==> src/rtl/float_copro_ctrl.sv <==
// Sequencing controller for the multicycle float coprocessor datapath.
// Latches one request, holds the datapath inputs for the opcode's latency, then captures the result.
module float_copro_ctrl #(
    parameter int unsigned LAT_ADD = 2,
    parameter int unsigned LAT_MUL = 2,
    parameter int unsigned LAT_DIV = 4
) (
    input  logic        clk_i,
    input  logic        rst_ni,
    input  logic        start_i,
    input  logic [10:0] opcode_i,
    input  logic [31:0] op0_i,
    input  logic [31:0] op1_i,
    output logic        busy_o,
    output logic        done_o,
    output logic [31:0] result_o,
    output logic        err_o,
    output logic [10:0] dp_opcode_o,
    output logic [31:0] dp_op0_o,
    output logic [31:0] dp_op1_o,
    input  logic [31:0] dp_result_i
);

    typedef enum logic [1:0] {
        ST_IDLE = 2'd0,
        ST_EXEC = 2'd1,
        ST_DONE = 2'd2
    } state_e;

    state_e      state_q, state_d;
    logic [3:0]  cnt_q, cnt_d;
    logic        busy_q, busy_d;
    logic        done_q, done_d;
    logic        err_q, err_d;
    logic [31:0] result_q, result_d;
    logic [10:0] dp_opcode_q, dp_opcode_d;
    logic [31:0] dp_op0_q, dp_op0_d;
    logic [31:0] dp_op1_q, dp_op1_d;

    function automatic logic opc_legal(input logic [10:0] opc);
        return (opc < 11'd4);
    endfunction

    // Counter preload is latency minus one, so LAT=1 means a single EXEC cycle.
    function automatic logic [3:0] lat_m1(input logic [10:0] opc);
        logic [3:0] l;
        case (opc)
            11'd0, 11'd1: l = 4'(LAT_ADD - 32'd1);
            11'd2:        l = 4'(LAT_MUL - 32'd1);
            11'd3:        l = 4'(LAT_DIV - 32'd1);
            default:      l = 4'd0;
        endcase
        return l;
    endfunction

    // Next-state and registered-output computation.
    always_comb begin
        state_d     = state_q;
        cnt_d       = cnt_q;
        err_d       = err_q;
        result_d    = result_q;
        dp_opcode_d = dp_opcode_q;
        dp_op0_d    = dp_op0_q;
        dp_op1_d    = dp_op1_q;
        case (state_q)
            ST_IDLE: begin
                if (start_i) begin
                    dp_opcode_d = opcode_i;
                    dp_op0_d    = op0_i;
                    dp_op1_d    = op1_i;
                    err_d       = 1'b0;
                    if (opc_legal(opcode_i)) begin
                        cnt_d   = lat_m1(opcode_i);
                        state_d = ST_EXEC;
                    end else begin
                        result_d = 32'd0;
                        err_d    = 1'b1;
                        state_d  = ST_DONE;
                    end
                end else begin
                    state_d = ST_IDLE;
                end
            end
            ST_EXEC: begin
                if (cnt_q == 4'd0) begin
                    result_d = dp_result_i;
                    state_d  = ST_DONE;
                end else begin
                    cnt_d = cnt_q - 4'd1;
                end
            end
            ST_DONE: begin
                state_d = ST_IDLE;
            end
            default: begin
                state_d = ST_IDLE;
            end
        endcase
        busy_d = (state_d != ST_IDLE);
        done_d = (state_d == ST_DONE);
    end

    // State and output registers.
    always_ff @(posedge clk_i or negedge rst_ni) begin
        if (!rst_ni) begin
            state_q     <= ST_IDLE;
            cnt_q       <= 4'd0;
            busy_q      <= 1'b0;
            done_q      <= 1'b0;
            err_q       <= 1'b0;
            result_q    <= 32'd0;
            dp_opcode_q <= 11'd0;
            dp_op0_q    <= 32'd0;
            dp_op1_q    <= 32'd0;
        end else begin
            state_q     <= state_d;
            cnt_q       <= cnt_d;
            busy_q      <= busy_d;
            done_q      <= done_d;
            err_q       <= err_d;
            result_q    <= result_d;
            dp_opcode_q <= dp_opcode_d;
            dp_op0_q    <= dp_op0_d;
            dp_op1_q    <= dp_op1_d;
        end
    end

    assign busy_o      = busy_q;
    assign done_o      = done_q;
    assign err_o       = err_q;
    assign result_o    = result_q;
    assign dp_opcode_o = dp_opcode_q;
    assign dp_op0_o    = dp_op0_q;
    assign dp_op1_o    = dp_op1_q;

endmodule

==> config.mk <==
export PLATFORM = sky130hd
export DESIGN_NAME = float_copro_ctrl
export DESIGN_NICKNAME = d
export VERILOG_FILES = /design/src/rtl/float_copro_ctrl.sv
export SDC_FILE = /design/constraint.sdc
export NUM_CORES = 1
export LEC_CHECK = 0
export ABC_AREA = 1
export CORE_UTILIZATION = 41
export CTS_CLUSTER_SIZE = 20
export DETAILED_ROUTE_END_ITERATION = 8
export PLACE_DENSITY = 0.8
export RECOVER_POWER = 50
export SETUP_SLACK_MARGIN = 0.05
export SLEW_MARGIN = 20
export SYNTH_ARGS = -nofsm -noshare
export SYNTH_HDL_FRONTEND = slang
export SYNTH_SLANG_ARGS = --single-unit
==> constraint.sdc <==
create_clock -name clk_i -period 1.7 [get_ports clk_i]
set_input_delay 0.425 -clock clk_i [delete_from_list [all_inputs] [get_ports clk_i]]
set_output_delay 0.425 -clock clk_i [all_outputs]
set_load 0.05 [all_outputs]
==> run summary <==
status: finished clean
first-pass GRT wire length: 20.81 mm
Max-cap violations: 0
largest net degree at the start of global routing: 57
number of global-route vias before repair: 4,351
Slew headroom: 48.92%
I/O Buffers: 219
unrepaired setup endpoints after global routing: false
IO Pins: 220
htree depth: 4
Core ar.: 0.01137 mm²
hold crit path type: reg -> reg
Overall Power: 0.008391 W
gr ovfl total: 0
hold depth: 2
min-delay src: dp_op1_o[26]$_DFFE_PN0P_
synth unique cells: 21
antenna cells: 0
Initial Utilization: 41.93%
drt drc: 0
CTS tree: done
Vias/cell: 4.891
Skew-Pair Late Insertion Delay: 400 ps
startpoint of the worst register-to-register path: cnt_q[0]$_DFFE_PN0P_
initial antenna violation count: 0
net count reported at finish: 876
Min Clock Period, post-route: 1574 ps
total CTS buffers: 17
Slew @ Worst Pin: 766.1 ps
Synthesized Nets: 645
total die area: 0.01206 mm²
post-DR wirelength/cell: 14.85 µm
initial DRC count: 296
synth warn: 0
Setup Slack @ Placement: -152.6 ps
CTS Root Cell: clkbuf_16
global placement routability congestion: 0.8556
ANT nets after route: 0
Worst EP arrival: 1870 ps
setup tns final: 0 ps
final WL: 13.61 mm
width of the die: 109.8 µm
fraction of layout cells with a size suffix above 1: 21.86%
WP data required: 2000 ps
Final Hold Viols: 0
Reg2Reg Setup Slack: 130 ps
Initial DRT Pass Iterations: 5
share of the yosys chip area belonging to registers: 60.89%
via count: 4,480
# setup viols final: 0
Syn-to-layout area delta: 57.59%
row count: 39
Final WS setup: 126.4 ps
Slew Limit Fails: 0
CP startpoint: cnt_q[0]$_DFFE_PN0P_
FF-to-FF End: result_o[13]$_DFFE_PN0P_
chip height: 109.8 µm
Hold Path Sink: dp_op1_o[26]$_DFFE_PN0P_
Setup crit start kind: flip-flop
Tot GR Track Use: 22.74%
Avg Cell Area, Syn: 8.944 µm²
clock skew: 10.22 ps
CTS max path bufs: 2
Pwr Density: 1117 mW/mm²
Netlist Area Pre-Place: 0.004767 mm²
Max VDD drop: 0.0005740 V
clock slew at reported path FFs: 50 ps
crit path kind: reg -> reg
Yosys reg bits: 116
Post-DP HPWL: 9.369 mm
crit share post-route: 92.56%
Peak Freq: 0.6355 GHz
Sink Count: 116
crit path max fanout: 27
Pleak: 4.012 nW
CP endpoint kind: flip-flop
Cells after Synth: 533
R2R depth: 8
==> metrics by stage <==
step	cell area (µm²)	cells	util [%]	hold slack, ps
global placement	7004	887	61.60	374.8
finish	7512	916	66.07	469.4
CTS	7521	916	66.15	471.4
detailed placement	7004	887	61.60	386.0
global route	7512	916	66.07	487.6
floorplan	4767	533	-	129.4
==> power breakdown <==
group,internal [W],switching [W]
Combinational,0.000754,0.00138
Clock,0.00192,0.00115
Sequential,0.00302,0.000155
==> cells in the final DEF, fill, tap and decap left out, drive strengths merged, types with 5 or more instances in the layout <==
cell type	count
nand2	281
buf	133
dfrtp	116
clkdlybuf4s50	108
nand3	39
nand4	34
clkbuf	24
nor2	10
inv	10
clkinv	5
==> layout make-up <==
class	count	area, µm²
Tap cell	143	178.9
Timing Repair Buffer	244	2285
Fill cell	928	3857
Clock buffer	22	474.2
Clock inverter	6	32.53
Multi-Input combinational cell	375	1602
Sequential cell	116	2903
Inverter	10	37.54
==> critical path, cell delays in order (launching register included) <==
cell	delay, ps
dfrtp_1	390
inv_1	150
ha_1	180
nand2_1	120
nor2_4	160
nand2_4	120
buf_12	180
nand3_1	100
nand2_1	60
==> metal layers <==
metal  vias to the layer above  part of all wire, %  track usage [%]
met1                      2110                   40            26.35
met3                        26                  8.1            7.765
met4                         0                  1.9            9.333
met2                       184                   50            38.39
li1                       2160                    -                -
met5                         -                    0                0
==> kinds of logic (layout without fill, tap and decap cells) <==
kind of cell	Yosys count	in the layout	synth area share, %
and+or+nand+nor	368	368	32.36
AOI/OAI and AO/OA	4	4	0.5513
DFF	116	116	60.89
buffers and inverters	42	282	5.486
xor gates and xnor gates	1	1	0.1838
adders and majority gates	2	2	0.5249
==> Yosys cell counts <==
library cell | instances | share of area [%]
nand2_1 | 278 | 22
dfrtp_1 | 116 | 61
nand3_1 | 39 | 4.1
nand4_1 | 34 | 4.5
clkbuf_1 | 13 | 1.0
buf_6 | 10 | 2.4
nor2_1 | 9 | 0.71
buf_4 | 7 | 1.1
inv_1 | 7 | 0.55
inv_2 | 3 | 0.24
nand2_2 | 3 | 0.39
buf_2 | 2 | 0.21
ha_1 | 2 | 0.52
nor3_1 | 2 | 0.21
o21ai_0 | 2 | 0.21
nor2_2 | 1 | 0.13
nor3_4 | 1 | 0.34
o21ai_2 | 1 | 0.18
o21bai_1 | 1 | 0.16
or2_2 | 1 | 0.13
xnor2_1 | 1 | 0.18
==> registers in the layout, indices dropped and copies added (netlist names) <==
| signal | cells |
|---|---|
| cnt_q | 4 |
| state_q | 2 |
| result_o | 32 |
| err_o | 1 |
| dp_op1_o | 32 |
| done_o | 1 |
| dp_op0_o | 32 |
| dp_opcode_o | 11 |
| busy_o | 1 |
==> worst max-delay path by stage <==
stage | end | slack (ps) | cells past startpoint
6_report | result_o[13]$_DFFE_PN0P_ | 130 | 8
3_5_place_dp | result_o[13]$_DFFE_PN0P_ | -150 | 9
5_1_grt | dp_opcode_o[9]$_DFFE_PN0P_ | 30 | 8
4_1_cts | result_o[19]$_DFFE_PN0P_ | 120 | 7
3_3_place_gp | result_o[0]$_DFFE_PN0P_ | -100 | 9
2_1_floorplan | result_o[10]$_DFFE_PN0P_ | 290 | 8
==> what timing repair did <==
| action | CTS | global route |
|---|---|---|
| hold endpoints to repair | 26 | 0 |
| hold buffers | 1 | 0 |
| endpoints found under the setup margin | 0 | 32 |
| resized for setup | 0 | 4 |
| setup buffers | 0 | 0 |
Power figures use the tool's default switching activity.
